<file path="config.mk">
export PLATFORM = sky130hd
export DESIGN_NAME = hazard_forward_ctrl_flat
export DESIGN_NICKNAME = d
export VERILOG_FILES = /design/src/rtl/pipe_ctrl_pkg.sv /design/src/rtl/hazard_forward_ctrl_if.sv /design/src/rtl/hazard_forward_ctrl_match.sv /design/src/rtl/hazard_forward_ctrl.sv /design/src/flat_wrapper.sv
export SDC_FILE = /design/constraint.sdc
export NUM_CORES = 1
export LEC_CHECK = 0
export ABC_AREA = 1
export CAP_MARGIN = 25
export CORE_ASPECT_RATIO = 0.8
export CORE_MARGIN = 2
export CORE_UTILIZATION = 45
export CTS_BUF_LIST = sky130_fd_sc_hd__clkbuf_4 sky130_fd_sc_hd__clkbuf_8
export DETAILED_ROUTE_END_ITERATION = 7
export GPL_TIMING_DRIVEN = 0
export PLACE_DENSITY = 0.73
export SYNTH_ARGS = -nofsm -noshare
export SYNTH_HDL_FRONTEND = slang
export SYNTH_SLANG_ARGS = --single-unit
export TNS_END_PERCENT = 100
</file>
<file path="constraint.sdc">
create_clock -name clk -period 2.4 [get_ports clk]
set_input_delay 0.6 -clock clk [delete_from_list [all_inputs] [get_ports clk]]
set_output_delay 0.6 -clock clk [all_outputs]
set_load 0.01 [all_outputs]
</file>
<file path="src/rtl/pipe_ctrl_pkg.sv">
// Shared definitions for the pipeline hazard/forwarding controller.
//   FWD_RF        : forward-select value meaning "use the register file".
//   REG_BITS_MAX  : widest register number a slot record can hold.
//   clog2()       : ceiling log2 for select-width sizing.
//   slot_t        : one tracked post-decode slot {valid, wr_en, rd, is_load}.
//   params_legal(): elaboration-time parameter range check.
package pipe_ctrl_pkg;

  localparam int FWD_RF       = 0;
  localparam int REG_BITS_MAX = 8;

  function automatic int clog2(input int value);
    int r;
    r = 0;
    for (int i = 0; i < 31; i++) begin
      if ((1 << i) < value) r = i + 1;
    end
    return r;
  endfunction

  // rd is stored zero-extended to REG_BITS_MAX so one record type serves any REG_BITS.
  typedef struct packed {
    logic                    valid;
    logic                    wr_en;
    logic [REG_BITS_MAX-1:0] rd;
    logic                    is_load;
  } slot_t;

  function automatic bit params_legal(input int reg_bits, input int stages,
                                      input int load_ready, input int cnt_w);
    return (reg_bits >= 1) && (reg_bits <= REG_BITS_MAX) &&
           (stages >= 2) && (stages <= 8) &&
           (load_ready >= 1) && (load_ready <= stages - 1) &&
           (cnt_w >= 1);
  endfunction

endpackage

</file>
<file path="src/rtl/hazard_forward_ctrl_if.sv">
// ID-stage to hazard controller bus.
//   master : pipeline side; drives the decoded ID instruction, flush, stall_ext,
//            receives stall_id, fwd_a/fwd_b, slot_valid, stall_cycles.
//   slave  : hazard_forward_ctrl side.
interface hazard_forward_ctrl_if #(
  parameter int REG_BITS = 5,
  parameter int STAGES   = 3,
  parameter int CNT_W    = 16
);
  import pipe_ctrl_pkg::*;
  localparam int FWD_W = clog2(STAGES);

  logic                id_valid;
  logic [REG_BITS-1:0] id_rs;
  logic                id_rs_used;
  logic [REG_BITS-1:0] id_rt;
  logic                id_rt_used;
  logic                id_wr_en;
  logic [REG_BITS-1:0] id_rd;
  logic                id_is_load;
  logic                flush;
  logic                stall_ext;
  logic                stall_id;
  logic [FWD_W-1:0]    fwd_a;
  logic [FWD_W-1:0]    fwd_b;
  logic [STAGES-1:0]   slot_valid;
  logic [CNT_W-1:0]    stall_cycles;

  modport master (
    output id_valid, id_rs, id_rs_used, id_rt, id_rt_used,
           id_wr_en, id_rd, id_is_load, flush, stall_ext,
    input  stall_id, fwd_a, fwd_b, slot_valid, stall_cycles
  );

  modport slave (
    input  id_valid, id_rs, id_rs_used, id_rt, id_rt_used,
           id_wr_en, id_rd, id_is_load, flush, stall_ext,
    output stall_id, fwd_a, fwd_b, slot_valid, stall_cycles
  );

endinterface

</file>
<file path="src/rtl/hazard_forward_ctrl_match.sv">
// Combinational producer search for one source register.
//   i_src, i_src_used : source register number and whether it is read.
//   i_slots           : slots 0..STAGES-2 (they become 1..STAGES-1 next cycle).
//   o_hit             : some slot produces i_src.
//   o_dist            : match distance j = index+1 of the youngest producer.
//   o_is_load         : that producer is a load.
module hazard_match
  import pipe_ctrl_pkg::*;
#(
  parameter  int REG_BITS = 5,
  parameter  int STAGES   = 3,
  localparam int FWD_W    = clog2(STAGES)
) (
  input  logic [REG_BITS-1:0] i_src,
  input  logic                i_src_used,
  input  slot_t [STAGES-2:0]  i_slots,
  output logic                o_hit,
  output logic [FWD_W-1:0]    o_dist,
  output logic                o_is_load
);

  logic [REG_BITS_MAX-1:0] w_src_ext;

  assign w_src_ext = REG_BITS_MAX'(i_src);

  // Scan oldest to youngest so the lowest index overwrites and wins.
  always_comb begin
    o_hit     = 1'b0;
    o_dist    = FWD_W'(FWD_RF);
    o_is_load = 1'b0;
    if (i_src_used && (i_src != '0)) begin
      for (int i = STAGES - 2; i >= 0; i--) begin
        if (i_slots[i].valid && i_slots[i].wr_en && (i_slots[i].rd == w_src_ext)) begin
          o_hit     = 1'b1;
          o_dist    = FWD_W'(i + 1);
          o_is_load = i_slots[i].is_load;
        end
      end
    end
  end

endmodule

</file>
<file path="src/rtl/hazard_forward_ctrl.sv">
// Hazard and forwarding controller for the in-order pipeline.
// Tracks STAGES post-decode slots (slot 0 = EX, slot STAGES-1 = WB), issues
// registered forward selects for the instruction entering EX, raises load-use
// stalls for any load-ready depth, and counts stall cycles (saturating).
//   clk, reset : clock, asynchronous active-high reset.
//   bus        : hazard_forward_ctrl_if slave (ID instruction, flush, stall_ext in;
//                stall_id, fwd_a, fwd_b, slot_valid, stall_cycles out).
module hazard_forward_ctrl
  import pipe_ctrl_pkg::*;
#(
  parameter  int REG_BITS         = 5,
  parameter  int STAGES           = 3,
  parameter  int LOAD_READY_STAGE = 2,
  parameter  int CNT_W            = 16,
  localparam int FWD_W            = clog2(STAGES)
) (
  input  logic                 clk,
  input  logic                 reset,
  hazard_forward_ctrl_if.slave bus
);

  generate
    if (!params_legal(REG_BITS, STAGES, LOAD_READY_STAGE, CNT_W)) begin : g_bad_params
      $error("hazard_forward_ctrl: illegal parameter combination");
    end
  endgenerate

  localparam logic [FWD_W-1:0] LRS_SEL = FWD_W'(LOAD_READY_STAGE);

  slot_t [STAGES-1:0] r_slots;
  logic  [FWD_W-1:0]  r_fwd_a_p0;
  logic  [FWD_W-1:0]  r_fwd_b_p0;
  logic  [CNT_W-1:0]  r_stall_cnt;

  logic               w_hit_a, w_hit_b;
  logic               w_load_a, w_load_b;
  logic [FWD_W-1:0]   w_dist_a, w_dist_b;
  logic               w_stall_id;
  logic               w_issue;
  slot_t              w_slot_in;
  logic [STAGES-1:0]  w_slot_valid;

  hazard_match #(.REG_BITS(REG_BITS), .STAGES(STAGES)) u_match_rs (
    .i_src      (bus.id_rs),
    .i_src_used (bus.id_rs_used),
    .i_slots    (r_slots[STAGES-2:0]),
    .o_hit      (w_hit_a),
    .o_dist     (w_dist_a),
    .o_is_load  (w_load_a)
  );

  hazard_match #(.REG_BITS(REG_BITS), .STAGES(STAGES)) u_match_rt (
    .i_src      (bus.id_rt),
    .i_src_used (bus.id_rt_used),
    .i_slots    (r_slots[STAGES-2:0]),
    .o_hit      (w_hit_b),
    .o_dist     (w_dist_b),
    .o_is_load  (w_load_b)
  );

  // A load whose winning match is still short of the load-ready slot cannot be
  // forwarded yet; flush overrides so the PC is free to redirect.
  assign w_stall_id = bus.id_valid && !bus.flush &&
                      ((w_hit_a && w_load_a && (w_dist_a < LRS_SEL)) ||
                       (w_hit_b && w_load_b && (w_dist_b < LRS_SEL)));

  assign w_issue = bus.id_valid && !w_stall_id && !bus.flush;

  // Register 0 is never a producer: mask its write enable at slot entry.
  always_comb begin
    w_slot_in         = '0;
    w_slot_in.valid   = 1'b1;
    w_slot_in.wr_en   = bus.id_wr_en && (bus.id_rd != '0);
    w_slot_in.rd      = REG_BITS_MAX'(bus.id_rd);
    w_slot_in.is_load = bus.id_is_load;
  end

  // ID -> EX boundary: slot shift, forward selects, stall counter.
  always_ff @(posedge clk or posedge reset) begin
    if (reset) begin
      r_slots     <= '0;
      r_fwd_a_p0  <= FWD_W'(FWD_RF);
      r_fwd_b_p0  <= FWD_W'(FWD_RF);
      r_stall_cnt <= '0;
    end else if (!bus.stall_ext) begin
      for (int i = 1; i < STAGES; i++) begin
        r_slots[i] <= r_slots[i-1];
      end
      if (w_issue) begin
        r_slots[0] <= w_slot_in;
        r_fwd_a_p0 <= w_dist_a;
        r_fwd_b_p0 <= w_dist_b;
      end else begin
        r_slots[0] <= '0;
        r_fwd_a_p0 <= FWD_W'(FWD_RF);
        r_fwd_b_p0 <= FWD_W'(FWD_RF);
      end
      if (w_stall_id && (r_stall_cnt != '1)) begin
        r_stall_cnt <= r_stall_cnt + 1'b1;
      end
    end
  end

  always_comb begin
    w_slot_valid = '0;
    for (int i = 0; i < STAGES; i++) begin
      w_slot_valid[i] = r_slots[i].valid;
    end
  end

  assign bus.stall_id     = w_stall_id;
  assign bus.fwd_a        = r_fwd_a_p0;
  assign bus.fwd_b        = r_fwd_b_p0;
  assign bus.slot_valid   = w_slot_valid;
  assign bus.stall_cycles = r_stall_cnt;

endmodule

</file>
<file path="src/flat_wrapper.sv">
// flat-port wrapper written by rule: the top's interface ports become plain ports
module hazard_forward_ctrl_flat import pipe_ctrl_pkg::*;
#(
  parameter  int REG_BITS         = 5,
  parameter  int STAGES           = 3,
  parameter  int LOAD_READY_STAGE = 2,
  parameter  int CNT_W            = 16,
  localparam int FWD_W            = clog2(STAGES)
)
  (clk, reset, bus_id_valid, bus_id_rs, bus_id_rs_used, bus_id_rt, bus_id_rt_used, bus_id_wr_en, bus_id_rd, bus_id_is_load, bus_flush, bus_stall_ext, bus_stall_id, bus_fwd_a, bus_fwd_b, bus_slot_valid, bus_stall_cycles);
  hazard_forward_ctrl_if #(.REG_BITS(REG_BITS), .STAGES(STAGES), .CNT_W(CNT_W)) bus_i ();
  input  logic clk;
  input  logic reset;
  input wire logic [$bits(bus_i.id_valid)-1:0] bus_id_valid;
  input wire logic [$bits(bus_i.id_rs)-1:0] bus_id_rs;
  input wire logic [$bits(bus_i.id_rs_used)-1:0] bus_id_rs_used;
  input wire logic [$bits(bus_i.id_rt)-1:0] bus_id_rt;
  input wire logic [$bits(bus_i.id_rt_used)-1:0] bus_id_rt_used;
  input wire logic [$bits(bus_i.id_wr_en)-1:0] bus_id_wr_en;
  input wire logic [$bits(bus_i.id_rd)-1:0] bus_id_rd;
  input wire logic [$bits(bus_i.id_is_load)-1:0] bus_id_is_load;
  input wire logic [$bits(bus_i.flush)-1:0] bus_flush;
  input wire logic [$bits(bus_i.stall_ext)-1:0] bus_stall_ext;
  output wire logic [$bits(bus_i.stall_id)-1:0] bus_stall_id;
  output wire logic [$bits(bus_i.fwd_a)-1:0] bus_fwd_a;
  output wire logic [$bits(bus_i.fwd_b)-1:0] bus_fwd_b;
  output wire logic [$bits(bus_i.slot_valid)-1:0] bus_slot_valid;
  output wire logic [$bits(bus_i.stall_cycles)-1:0] bus_stall_cycles;
  assign bus_i.id_valid = bus_id_valid;
  assign bus_i.id_rs = bus_id_rs;
  assign bus_i.id_rs_used = bus_id_rs_used;
  assign bus_i.id_rt = bus_id_rt;
  assign bus_i.id_rt_used = bus_id_rt_used;
  assign bus_i.id_wr_en = bus_id_wr_en;
  assign bus_i.id_rd = bus_id_rd;
  assign bus_i.id_is_load = bus_id_is_load;
  assign bus_i.flush = bus_flush;
  assign bus_i.stall_ext = bus_stall_ext;
  assign bus_stall_id = bus_i.stall_id;
  assign bus_fwd_a = bus_i.fwd_a;
  assign bus_fwd_b = bus_i.fwd_b;
  assign bus_slot_valid = bus_i.slot_valid;
  assign bus_stall_cycles = bus_i.stall_cycles;
  hazard_forward_ctrl #(.REG_BITS(REG_BITS), .STAGES(STAGES), .LOAD_READY_STAGE(LOAD_READY_STAGE), .CNT_W(CNT_W)) u_core (.clk(clk), .reset(reset), .bus(bus_i));
endmodule
</file>
==> run_results.csv, run 1 <==
group,metric,value,unit
power_and_ir_drop,p_switching,0.324,mW
worst_setup_path,crit_arrival,1.73,ns
global_routing,gr-usage-all-layers,20.5,%
timing,tns,0,ns
logic_synthesis,synth_nets,277,
global_routing,grt_max_degree,20,
clock_tree,cts_sinks,36,
logic_synthesis,syn_inst,252,
place,dp_hpwl,3650,um
clock_tree,cts-htree-levels,2,
clock_tree,cts_max_path_buffers,2,
floorplanning,die_y,64.3,um
floorplanning,dieArea,0.00510,mm2
place,place_area,0.00261,mm2
floorplanning,core,0.00428,mm2
worst_setup_path,required,1.80,ns
clock_tree,cts-root-buf,"clkbuf_8",
timing,max_freq,0.429,GHz
drt,drt_wl_total,4710,um
power_and_ir_drop,ir_worst_vdd,0.251,mV
drt,num_vias,1801,
clock_tree,cts_hold_buf,0,
power_and_ir_drop,sw_frac_of_total,25.5,%
power_and_ir_drop,p_seq_share,50.8,%
final_layout,final_cell_mix,"nand2_1, clkdlybuf4s50_1, dfrtp_1, inv_1",
final_layout,fin_nets,337,
worst_setup_path,cp_max_fo,2,
timing,fin_crit_sh,97.2,%
power_and_ir_drop,p_clk_share,36.0,%
clock_tree,cts_buffers,5,
logic_synthesis,yosysSeqAreaShare,44.1,%
clock_tree,cts_tree,"yes",
drt,avgRoutedWirePerCell,12.7,um
power_and_ir_drop,p_leak,1.35,nW
worst_setup_path,critPathMaxStageDelay,0.47,ns
logic_synthesis,synth_top_area_share,44.1,%
flow_run,drv_cap,0,
logic_synthesis,synth.area.top_cells,"dfrtp_1, nand2_1, inv_1, xor2_1, o21ai_0",
global_routing,grt.busiest_layer,"met2",
place,gp_congestion,0.919,
floorplanning,initial_core_util,47.7,%
global_routing,met2_usage,30.7,%
place,io_buffer_count,47,
timing,hold_viol,0,
drt,ant_nets,0,
timing,worst_pin_slew,0.807,ns
worst_setup_path,crit_slowest_cell,"clkdlybuf4s50_1",
final_layout,diodes,0,
logic_synthesis,ys_warn_count,0,
timing,drv_slew,0,
final_layout,final_util,63.9,%
final_layout,fin_area,0.00274,mm2
logic_synthesis,ys_ff_latch,36,
logic_synthesis,synth_cell_types,30,
worst_hold_path,hp-class,"register to register",
timing,min_period,2.33,ns
logic_synthesis,synth_largest_area_cell,"dfrtp_1",
power_and_ir_drop,power.density,464,mW/mm2
global_routing,gr-total-overflow,0,
global_routing,grt_pass1_wl,7990,um
timing,skew,0.00516,ns
outcome,status,"completed",
timing,setup_viol,0,
worst_setup_path,start_kind,"input port",
power_and_ir_drop,p_total,1.27,mW
worst_setup_path,crit_top_cell,"inv_2",
clock_tree,clk_latency,0.29,ns
global_routing,antenna_found_initial,0,
final_layout,layout_commonest_cell,"nand2_1",
logic_synthesis,synthesis.area,0.00204,mm2
final_layout,synthToLayoutAreaGrowth,34.0,%
drt,drtIter0Drc,89,
worst_setup_path,critical_path.cell_chain,"clkdlybuf4s50_1, nand2_2, inv_2, nand4_1, nand2_4, inv_2, nor2_2, buf_2",
floorplanning,num_rows,21,
worst_setup_path,critPathCaptureType,"output pin",
timing,fin_ws,0.0679,ns
final_layout,drive_above_1_share,17.9,%
drt,drt-vias-per-instance,4.87,
global_routing,grt_pass1_vias,1698,
worst_setup_path,crit_type,"input port to output pin",
clock_tree,clk_pin_slew_worst_paths,0.07,ns
timing,slew_headroom,46.2,%
drt,first_pass_iters,5,
final_layout,fill_cells,371,
logic_synthesis,avgSynthCellArea,8.11,um2
place,pre_cts_ws,-0.790,ns
power_and_ir_drop,p_comb_share,13.2,%
global_routing,met3_usage,3.95,%
floorplanning,die_w,79.4,um
drt,drc,0,
power_and_ir_drop,p_int,0.948,mW
global_routing,use_met1,29.3,%
floorplanning,io_pins,48,
[per-layer routing]
metal,vias up,wire [um]
met3,9,274
met5,-,0
met1,820,2310
met4,0,72
li1,915,-
met2,57,2050
[logic make-up after synthesis]
kind of cell / count (synthesis) / synth area share, %
DFF: 36 / 44.1
and+or+nand+nor: 118 / 29.1
adders and majority gates: 1 / 0.612
buffers and inverters: 48 / 9.36
AOI/OAI and AO/OA: 31 / 8.45
xor gates and xnor gates: 18 / 8.45
[cells in the mapped netlist]
cell / instances
o31ai_1: 1
nand3_1: 9
nor3_1: 4
a221oi_1: 1
nand2_4: 2
nand3b_4: 1
clkbuf_1: 2
nand2_2: 2
o41ai_1: 1
a211oi_1: 1
inv_1: 36
o22ai_1: 4
nand4_2: 2
ha_1: 1
xor2_1: 10
o21ai_0: 16
inv_2: 7
a21oi_1: 5
nor2_4: 5
nand4_1: 7
nor2_1: 17
xnor2_2: 2
nand2_8: 1
nand2_1: 64
dfrtp_1: 36
and3_1: 1
nor2_2: 3
buf_4: 3
o21ai_1: 2
xnor2_1: 6
[per-stage QoR]
stage | std cells | hold WS (ns)
6_report | 370 | 0.485
5_1_grt | 370 | 0.513
4_1_cts | 368 | 0.491
3_5_place_dp | 357 | 0.474
3_3_place_gp | 356 | 0.469
2_1_floorplan | 252 | 0.450
[final timing paths]
kind                                          startpoint                           to  slack, ns  cells after the start
worst min register to register       u_core.bus.fwd_b[1]          u_core.bus.fwd_b[1]       0.48                      2
worst min-delay path                 u_core.bus.fwd_b[1]          u_core.bus.fwd_b[1]       0.48                      2
worst max-delay path                      bus_id_rt_used                 bus_stall_id       0.07                      8
worst max register to register  u_core.bus.slot_valid[0]  u_core.bus.stall_cycles[12]       0.58                     12
min in group asynchronous                          reset   u_core.bus.stall_cycles[2]       0.77                      2
max in group asynchronous                          reset           u_core.r_slots[14]       1.07                      3
[power groups by stage]
stage / Sequential [mW] / Clock [mW] / Combinational [mW]
after global routing: 0.648 / 0.498 / 0.189
after global placement: 0.655 / 0 / 0.159
final: 0.646 / 0.458 / 0.168
after detailed placement: 0.656 / 0 / 0.167
after floorplan: 0.651 / 0 / 0.0866
after CTS: 0.645 / 0.465 / 0.168
[area by class of cell]
cell class                      count  area, um2  share of cell area (%)
Buffer                              5       30.0                    1.10
Clock buffer                        7       90.1                    3.29
Clock inverter                      1       7.51                   0.274
Inverter                           43        161                    5.89
Multi-Input combinational cell    168        973                    35.5
Sequential cell                    36        901                    32.9
Tap cell                           57       71.3                    2.60
Timing Repair Buffer               53        504                    18.4
[worst max-delay path, delay by kind of cell]
kind	cells	cell delay (ns)
buffers and inverters	4	0.71
and+or+nand+nor	4	0.41
[state kept, by name (all words and copies together), names as in the netlist]
| register | count |
|---|---|
| u_core.bus.slot_valid | 3 |
| u_core.bus.fwd_b | 2 |
| u_core.bus.stall_cycles | 16 |
| u_core.bus.fwd_a | 2 |
| u_core.r_slots | 13 |
[timing repair]
item,in CTS,in global routing
setup buffers,3,2
gates cloned,0,0
endpoints found under the setup margin,1,1
pin swaps,6,6
gates resized for setup,21,12
Note: power is estimated with default switching activity, not from simulation.
==> run 2, diff against run 1 <==
--- a/config.mk
+++ b/config.mk
@@ -8,12 +8,13 @@
 export ABC_AREA = 1
 export CAP_MARGIN = 25
 export CORE_ASPECT_RATIO = 0.8
-export CORE_MARGIN = 2
+export CORE_MARGIN = 10
 export CORE_UTILIZATION = 45
 export CTS_BUF_LIST = sky130_fd_sc_hd__clkbuf_4 sky130_fd_sc_hd__clkbuf_8
 export DETAILED_ROUTE_END_ITERATION = 7
 export GPL_TIMING_DRIVEN = 0
 export PLACE_DENSITY = 0.73
+export REMOVE_ABC_BUFFERS = 1
 export SYNTH_ARGS = -nofsm -noshare
 export SYNTH_HDL_FRONTEND = slang
 export SYNTH_SLANG_ARGS = --single-unit
==> run 2 against run 1 <==
Net effect:
- first-iteration DRC count grew 7.9%
- non-clock buffer count down 6
- largest cell class unchanged
- critical path depth did not move
- flip-flop and latch count is the same
- critical path type unchanged
- total power is 0.77% lower
- maximum frequency grew 0.15%
==> run_results.csv, run 2 (same netlist as run 1, synthesis figures left out) <==
group,metric,value,unit
outcome,status,"completed",
global_routing,grt_max_degree,37,
floorplanning,io_pins,48,
final_layout,final_cell_mix,"nand2_1, dfrtp_1, clkdlybuf4s50_1, inv_1",
drt,drt-vias-per-instance,4.80,
clock_tree,clk_latency,0.28,ns
floorplanning,dieArea,0.00766,mm2
final_layout,largest_register_ffs,16,
worst_setup_path,rrSetupSlack,0.59,ns
global_routing,antenna_found_initial,0,
place,placed_cells,351,
drt,first_pass_iters,4,
timing,worst_pin_slew,0.760,ns
final_layout,fin_nets,331,
drt,drtIter0Drc,96,
timing,max_freq,0.429,GHz
worst_setup_path,crit_arrival,1.73,ns
worst_setup_path,cp_max_fo,2,
global_routing,gr-usage-all-layers,13.5,%
final_layout,instances_no_fill,364,
place,io_buffer_count,47,
worst_hold_path,hold_path.startpoint,"u_core.bus.fwd_a[0]",
worst_setup_path,crit_type,"input port to output pin",
worst_hold_path,hold-path-endpoint,"u_core.bus.fwd_a[0]",
final_layout,fill_cells,380,
timing,slew_headroom,49.2,%
floorplanning,die_w,95.4,um
clock_tree,cts-root-buf,"clkbuf_8",
timing,fin_crit_sh,97.0,%
clock_tree,cts_max_path_buffers,2,
clock_tree,cts_buffers,5,
worst_setup_path,timing.rr.start,"u_core.bus.slot_valid[0]",
floorplanning,core,0.00428,mm2
timing,rsz0062_at_grt,"no",
timing,min_period,2.33,ns
worst_setup_path,required,1.80,ns
final_layout,ff_latch_area,901,um2
global_routing,grt_pass1_wl,8280,um
clock_tree,clk_pin_slew_worst_paths,0.07,ns
worst_setup_path,r2r_cells,11,
final_layout,diodes,0,
worst_setup_path,start_kind,"input port",
power_and_ir_drop,ir_worst_vdd,0.279,mV
final_layout,layout_commonest_cell,"nand2_1",
power_and_ir_drop,power.density,467,mW/mm2
global_routing,grt_pass1_vias,1751,
clock_tree,cts-htree-levels,2,
clock_tree,cts_tree,"yes",
clock_tree,cts_sinks,36,
place,place_area,0.00256,mm2
final_layout,multiInputGateArea,977,um2
floorplanning,initial_core_util,47.7,%
clock_tree,cts_hold_buf,0,
power_and_ir_drop,p_total,1.26,mW
power_and_ir_drop,p_leak,1.33,nW
final_layout,fin_area,0.00270,mm2
timing,skew,0.00671,ns
worst_setup_path,critPathCaptureType,"output pin",
timing,setup_viol,0,
worst_setup_path,reg2reg_to,"u_core.bus.stall_cycles[12]",
final_layout,synthToLayoutAreaGrowth,32.2,%
drt,num_vias,1746,
global_routing,gr-total-overflow,0,
timing,hold_viol,0,
worst_hold_path,min_path_cells,2,
drt,avgRoutedWirePerCell,13.2,um
floorplanning,die_y,80.3,um
place,dp_hpwl,3770,um
place,gp_congestion,0.946,
worst_hold_path,hp-class,"register to register",
drt,drt_wl_total,4810,um
timing,drv_slew,0,
flow_run,drv_cap,0,
drt,drc,0,
final_layout,drive_above_1_share,15.6,%
drt,ant_nets,0,
worst_setup_path,critPathLaunch,"bus_id_rt_used",
floorplanning,num_rows,21,
==> run 2: worst max-delay path, cell delays in order <==
cell	delay [ns]
clkdlybuf4s50_1	0.47
nand2_2	0.08
inv_2	0.06
nand4_1	0.14
nand2_4	0.11
inv_2	0.05
nor2_2	0.08
buf_2	0.13
==> run 2: metal layers <==
metal,wire (um),vias up,global-route usage (%),share of wire (%)
li1,-,903,-,-
met5,0,-,0,0
met1,2360,790,18.5,49
met2,2050,49,19.3,43
met4,61,0,5.37,1.3
met3,330,4,4.09,6.9
==> run 2: final cells by class <==
type	count	area share (%)
Clock buffer	7	3.33
Clock inverter	1	0.278
Inverter	43	5.97
Multi-Input combinational cell	168	36.2
Sequential cell	36	33.3
Tap cell	57	2.64
Timing Repair Buffer	52	18.3
==> run 2: stage by stage <==
step                      worst slack [ns]  hold slack (ns)  utilization [%]  TNS [ns]
after global routing               0.00336            0.519             63.1         0
after global placement              -0.744            0.463             59.7     -2.15
after floorplan                      0.410            0.452                -         0
after detailed placement            -0.770            0.471             59.7     -2.92
final                               0.0713            0.492             63.1         0
after CTS                           0.0280            0.493             62.7         0
==> run 2: worst max-delay path by stage <==
stage	endpoint	slack (ns)	cells after the start
final	bus_stall_id	0.07	8
after global routing	bus_stall_id	0.003	10
after floorplan	bus_stall_id	0.41	9
after CTS	bus_stall_id	0.03	9
after detailed placement	bus_stall_id	-0.77	10
after global placement	bus_stall_id	-0.74	10
==> run 2: timing repair <==
action,in CTS,in global routing
pin swaps,5,6
cloned,0,0
endpoints found under the setup margin,1,12
gates resized for setup,18,11
setup buffers,4,1
==> run 2: report_power, final <==
| part | switching, mW | internal [mW] |
|---|---|---|
| clock | 0.214 | 0.245 |
| sequential | 0.0199 | 0.626 |
| combinational | 0.0862 | 0.0725 |
==> run 3, diff against run 2 <==
--- a/config.mk
+++ b/config.mk
@@ -12,8 +12,8 @@
 export CORE_UTILIZATION = 45
 export CTS_BUF_LIST = sky130_fd_sc_hd__clkbuf_4 sky130_fd_sc_hd__clkbuf_8
 export DETAILED_ROUTE_END_ITERATION = 7
+export DONT_BUFFER_PORTS = 1
 export GPL_TIMING_DRIVEN = 0
-export PLACE_DENSITY = 0.73
 export REMOVE_ABC_BUFFERS = 1
 export SYNTH_ARGS = -nofsm -noshare
 export SYNTH_HDL_FRONTEND = slang
==> run 3 against run 2 <==
Net effect:
- worst hold slack got worse by 0.18 ns
- sequential share of layout area rose by 8.0 points
- critical path type is now register to output pin
- total power fell by 7.6%
- setup slack improved by 0.15 ns
- critical endpoint unchanged
- highest routed layer unchanged
- sequential power about the same
- critical path depth stayed put
- final cell count fell by 14%
- largest cell class unchanged
- maximum frequency grew 6.6%
- combinational power shrank 44%
- count of clock-buffer cells in the layout is 2 lower
==> run_results.csv, run 3 (same netlist as run 1, synthesis figures left out) <==
group,metric,value,unit
drt,drtIter0Drc,57,
floorplanning,initial_core_util,47.7,%
worst_setup_path,required,1.80,ns
power_and_ir_drop,power.density,534,mW/mm2
drt,avgRoutedWirePerCell,14.7,um
final_layout,largest_register_ffs,16,
worst_setup_path,rrSetupSlack,0.63,ns
timing,hold_viol,0,
timing,max_freq,0.458,GHz
timing,drv_slew,0,
floorplanning,die_w,95.4,um
global_routing,antenna_found_initial,0,
global_routing,grt.busiest_layer,"met1",
global_routing,grt_pass1_wl,7730,um
place,dp_hpwl,3660,um
final_layout,final_cell_mix,"nand2_1, inv_1, dfrtp_1, nor2_1, o21ai_0",
worst_setup_path,critPathCaptureType,"output pin",
final_layout,synthToLayoutAreaGrowth,6.85,%
clock_tree,cts-htree-levels,2,
place,placed_cells,304,
timing,tns,0,ns
timing,skew,0.00717,ns
global_routing,grt_pass1_vias,1544,
clock_tree,cts-root-buf,"clkbuf_8",
floorplanning,dieArea,0.00766,mm2
drt,drt_wl_total,4590,um
clock_tree,cts_sinks,36,
timing,worst_pin_slew,0.754,ns
power_and_ir_drop,p_leak,1.11,nW
worst_hold_path,hp-class,"input port to async pin",
power_and_ir_drop,ir_worst_vdd,0.332,mV
place,gp_congestion,0.898,
drt,drt-vias-per-instance,4.88,
flow_run,drv_cap,0,
place,io_buffer_count,0,
final_layout,layout_commonest_cell,"nand2_1",
final_layout,diodes,0,
drt,num_vias,1527,
clock_tree,cts_buffers,5,
global_routing,met2_usage,17.4,%
global_routing,gr-usage-all-layers,12.9,%
clock_tree,clk_latency,0.29,ns
timing,rsz0062_at_grt,"no",
floorplanning,core,0.00428,mm2
worst_setup_path,critPathLaunch,"u_core.bus.slot_valid[0]",
floorplanning,io_pins,48,
worst_setup_path,cp_max_fo,3,
timing,setup_viol,0,
final_layout,fin_nets,280,
final_layout,instances_no_fill,313,
timing,fin_crit_sh,91.0,%
global_routing,gr-total-overflow,0,
drt,first_pass_iters,4,
drt,ant_nets,0,
floorplanning,num_rows,21,
clock_tree,cts_hold_buf,0,
clock_tree,cts_max_path_buffers,2,
worst_setup_path,crit_arrival,1.58,ns
place,pre_cts_ws,0.240,ns
final_layout,fin_area,0.00218,mm2
timing,slew_headroom,49.7,%
worst_setup_path,start_kind,"register",
worst_setup_path,r2r_cells,11,
place,place_area,0.00209,mm2
timing,fin_ws,0.216,ns
global_routing,grt_max_degree,37,
worst_setup_path,crit_end,"bus_stall_id",
outcome,status,"completed",
clock_tree,clk_pin_slew_worst_paths,0.08,ns
timing,min_period,2.18,ns
worst_setup_path,timing.rr.start,"u_core.bus.slot_valid[0]",
drt,drc,0,
global_routing,met3_usage,5.86,%
worst_setup_path,crit_type,"register to output pin",
global_routing,use_met1,18.0,%
final_layout,final_util,51.0,%
clock_tree,cts_tree,"yes",
worst_setup_path,reg2reg_to,"u_core.bus.stall_cycles[6]",
final_layout,drive_above_1_share,14.5,%
floorplanning,die_y,80.3,um
run 3: worst min-delay path by stage:
stage,startpoint,end,slack (ns),cells past startpoint
detailed placement,u_core.r_slots[20],u_core.r_slots[20],0.48,2
CTS,reset,u_core.bus.slot_valid[2],0.35,1
finish,reset,u_core.bus.slot_valid[2],0.32,1
global route,reset,u_core.bus.slot_valid[2],0.36,1
floorplan,u_core.r_slots[20],u_core.r_slots[20],0.45,2
global placement,u_core.r_slots[20],u_core.r_slots[20],0.47,2
run 3: cell type report:
| type | instances | area [um2] |
|---|---|---|
| tap | 57 | 71.3 |
| inverter | 43 | 161 |
| timing repair buffer | 1 | 7.51 |
| clock buffer | 5 | 68.8 |
| multi-input combinational | 168 | 955 |
| clock inverter | 3 | 18.8 |
| sequential | 36 | 902 |
| fill | 409 | 2100 |
run 3: per-layer routing:
metal | vias to the layer above | share of wire [%]
li1 | 797 | -
met1 | 683 | 50
met2 | 45 | 39
met3 | 2 | 10
met4 | 0 | 0.35
met5 | - | 0
run 3: through the flow:
step	hold slack [ns]	power (mW)
after floorplan	0.452	0.727
after global placement	0.472	0.749
after detailed placement	0.482	0.751
after CTS	0.354	1.19
after global routing	0.360	1.23
final	0.317	1.17
run 3: power by group:
part / internal (mW) / switching [mW]
clock network: 0.202 / 0.227
registers: 0.626 / 0.0225
logic: 0.0303 / 0.0588
total: 0.858 / 0.309
run 3: critical path, stage by stage, from the launching register on:
cell and delay (ns):
dfrtp_2 0.41, nand2_1 0.11, a21oi_1 0.13, nand2_1 0.11, nor2_4 0.11, nand4_2 0.11, nand2_4 0.10, inv_2 0.05
nor2_2 0.16
run 3: what timing repair did:
action	CTS	global route
endpoints found under the setup margin	0	1
setup buffers	0	1
gates resized for setup	0	2
==> variant (config.mk and constraints of run 3) <==
Reset style: synchronous (`reset`), changed in one clocked block. Comments in the files are not updated.
--- a/src/rtl/hazard_forward_ctrl.sv
+++ b/src/rtl/hazard_forward_ctrl.sv
@@ -77,5 +77,5 @@
 
   // ID -> EX boundary: slot shift, forward selects, stall counter.
-  always_ff @(posedge clk or posedge reset) begin
+  always_ff @(posedge clk) begin
     if (reset) begin
       r_slots     <= '0;
Behaviour: differs if reset is asserted again (counterexample within 4 cycles, from zero or initial values and one cycle with reset high); with reset held inactive, the same outputs for 4 cycles.
==> variant against run 3 <==
Clock power grew 1%; combinational power shrank 15%; sequential cell count is 1 higher; synthesized area rose by 2.2%; sequential power is 2% lower; routed wire length up 18%; worst setup slack got worse by 0.037 ns; highest routed layer unchanged; design area rose by 5.2%; register-to-register slack worse by 0.38 ns; critical path type unchanged; largest power group unchanged; power is 1.6% lower; maximum frequency decreased by 1.7%.
==> variant: results (changes against run 3) <==
* Status: finished clean
* WL/cell at 13.7 um (-6.6%)
* Largest delay share family, worst path: simple AND/OR/NAND/NOR gates
* Crit-path max cell delay at 0.44 ns (+0.03 ns)
* Critical path class: register to output pin
* Sequential area share after synthesis at 0.354 (-0.0861)
* NonClk Buf Share at 0.0327 (+0.0292)
* Inverters, non-clock at 52 (+21%)
* Slowest CP cell: dfxtp_1
* Number of global-route vias before repair at 1729 (+12%)
* Iter 0 DRT Violations at 67 (+18%)
* Worst-margin pin slew at 0.723 ns (-0.0311 ns)
* Worst Hold Depth at 1
* Hold Startpoint: reset
* Final #Nets at 358 (+28%)
* # fillers at 474 (+16%)
* HPWL after DPL at 4.02 mm (+9.8%)
* Clock Buffer Count at 6 (+1)
* Multi-input gate count at 227 (+35%)
* Pwr Total at 1150 uW (-1.6%)
* Sequential cell area at 746 um^2 (-17%)
* Register-to-Register Path Depth at 12 (+1)
* Main synth FF type: dfxtp_1
* Fraction of layout cells with a size suffix above 1 at 0.114 (-0.0308)
* RR Endpoint: u_core.bus.stall_cycles[12]$_SDFFE_PP0P_
* GP Congestion at 0.879 (-2.1%)
* R2R Setup Slk at 0.25 ns (-0.38 ns)
* Pin count of the biggest net entering global routing at 30 (-19%)
* Top post-synthesis cells by area: dfxtp_1 (35%), nand2_1 (15%), inv_1 (8.6%)
* Switch Pwr at 280 uW (-9.2%)
* Dominant class by area: multi-input gates
* Multi-input gate share of total cell area at 0.488 (+0.0508)
* Bufs w/o clock at 10 (+9)
* Max FO, Critical Path at 5 (+2)
* Leakage at 0.000969 uW (-13%)
* Number of flip-flops in the largest register at 16 (unchanged)
* Crit path to: bus_stall_id
* Netlist cell types at 27 (-10%)
* Antenna cells at 0 (unchanged)
* HP Class: primary input to register
* FFs & Latches at 37 (+2.8%)
* Hold endpoint: u_core.bus.fwd_b[1]$_SDFFE_PP0N_
* Ys Warns at 0 (unchanged)
* Clock transition at path regs at 0.07 ns
* CTS Buf Count at 5 (unchanged)
* GRT Util Overall at 0.138 (+0.00853)
* Via count at 1945 (+27%)
* Most instantiated cells after synthesis: nand2_1 (83), inv_1 (48), nor2_1 (41)
* Detailed Routing Iterations Pass 1 at 6 (+2)
* Worst R2R Start: u_core.r_slots[1]$_SDFFE_PP0N_
* Max VDD drop at 0.000256 V (-23%)
* First-pass GRT wire length at 8.47 mm (+9.6%)
* Synth async-reset ratio at 0 (-1.00)
* Sequential power at 638 uW (-2%)
* Clock network contribution to total cell area at 0.0376 (-0.00253)
* Combinational power share at 0.066 (-0.010)
* Clock skew at 0.00646 ns (-0.000708 ns)
## variant: cell count changes after synthesis, moves of 5 or more
cell | run 3 | this run
xor2_1 | 10 | 3
dfxtp_1 | 0 | 37
clkbuf_1 | 2 | 7
o21bai_1 | 0 | 8
nor2_1 | 17 | 41
a21oi_1 | 5 | 27
inv_1 | 36 | 48
xnor2_1 | 6 | 0
nand4_1 | 7 | 16
dfrtp_1 | 36 | 0
nor2_4 | 5 | 0
nand2_1 | 64 | 83
## variant: logic make-up (layout without fill, tap and decap cells)
group           after synthesis  after routing  share of synthesized area
xor+xnor                      3              3                     0.0126
simple gates                168            168                      0.358
flops                        37             37                      0.354
buf+inv                      64             70                      0.122
compound gates               55             55                      0.147
fa+ha+maj                     1              1                    0.00599
## variant: stage by stage
| step | hold slack (ns) | worst slack, ns | instance area, um^2 | util | instances |
|---|---|---|---|---|---|
| after floorplan | 0.429 | 0.314 | 2030 | - | 316 |
| after global placement | 0.445 | 0.0848 | 2110 | 0.464 | 376 |
| after detailed placement | 0.448 | 0.0639 | 2110 | 0.464 | 376 |
| after CTS | 0.348 | 0.0413 | 2210 | 0.487 | 384 |
| after global routing | 0.341 | 0.00733 | 2300 | 0.506 | 394 |
| final | 0.372 | 0.179 | 2300 | 0.506 | 394 |
## variant: layer usage
| metal | vias up | part of all wire | routed length (um) | track usage |
|---|---|---|---|---|
| li1 | 1049 | - | - | - |
| met1 | 845 | 0.48 | 2590 | 0.182 |
| met2 | 47 | 0.40 | 2170 | 0.191 |
| met3 | 4 | 0.11 | 580 | 0.0682 |
| met4 | 0 | 0.0093 | 50 | 0.0441 |
| met5 | - | 0 | 0 | 0 |
## variant: timing repair
item,CTS,global route
buffers inserted,0,10
pin swaps,0,2
endpoints found under the setup margin,1,1
gates resized for setup,4,5
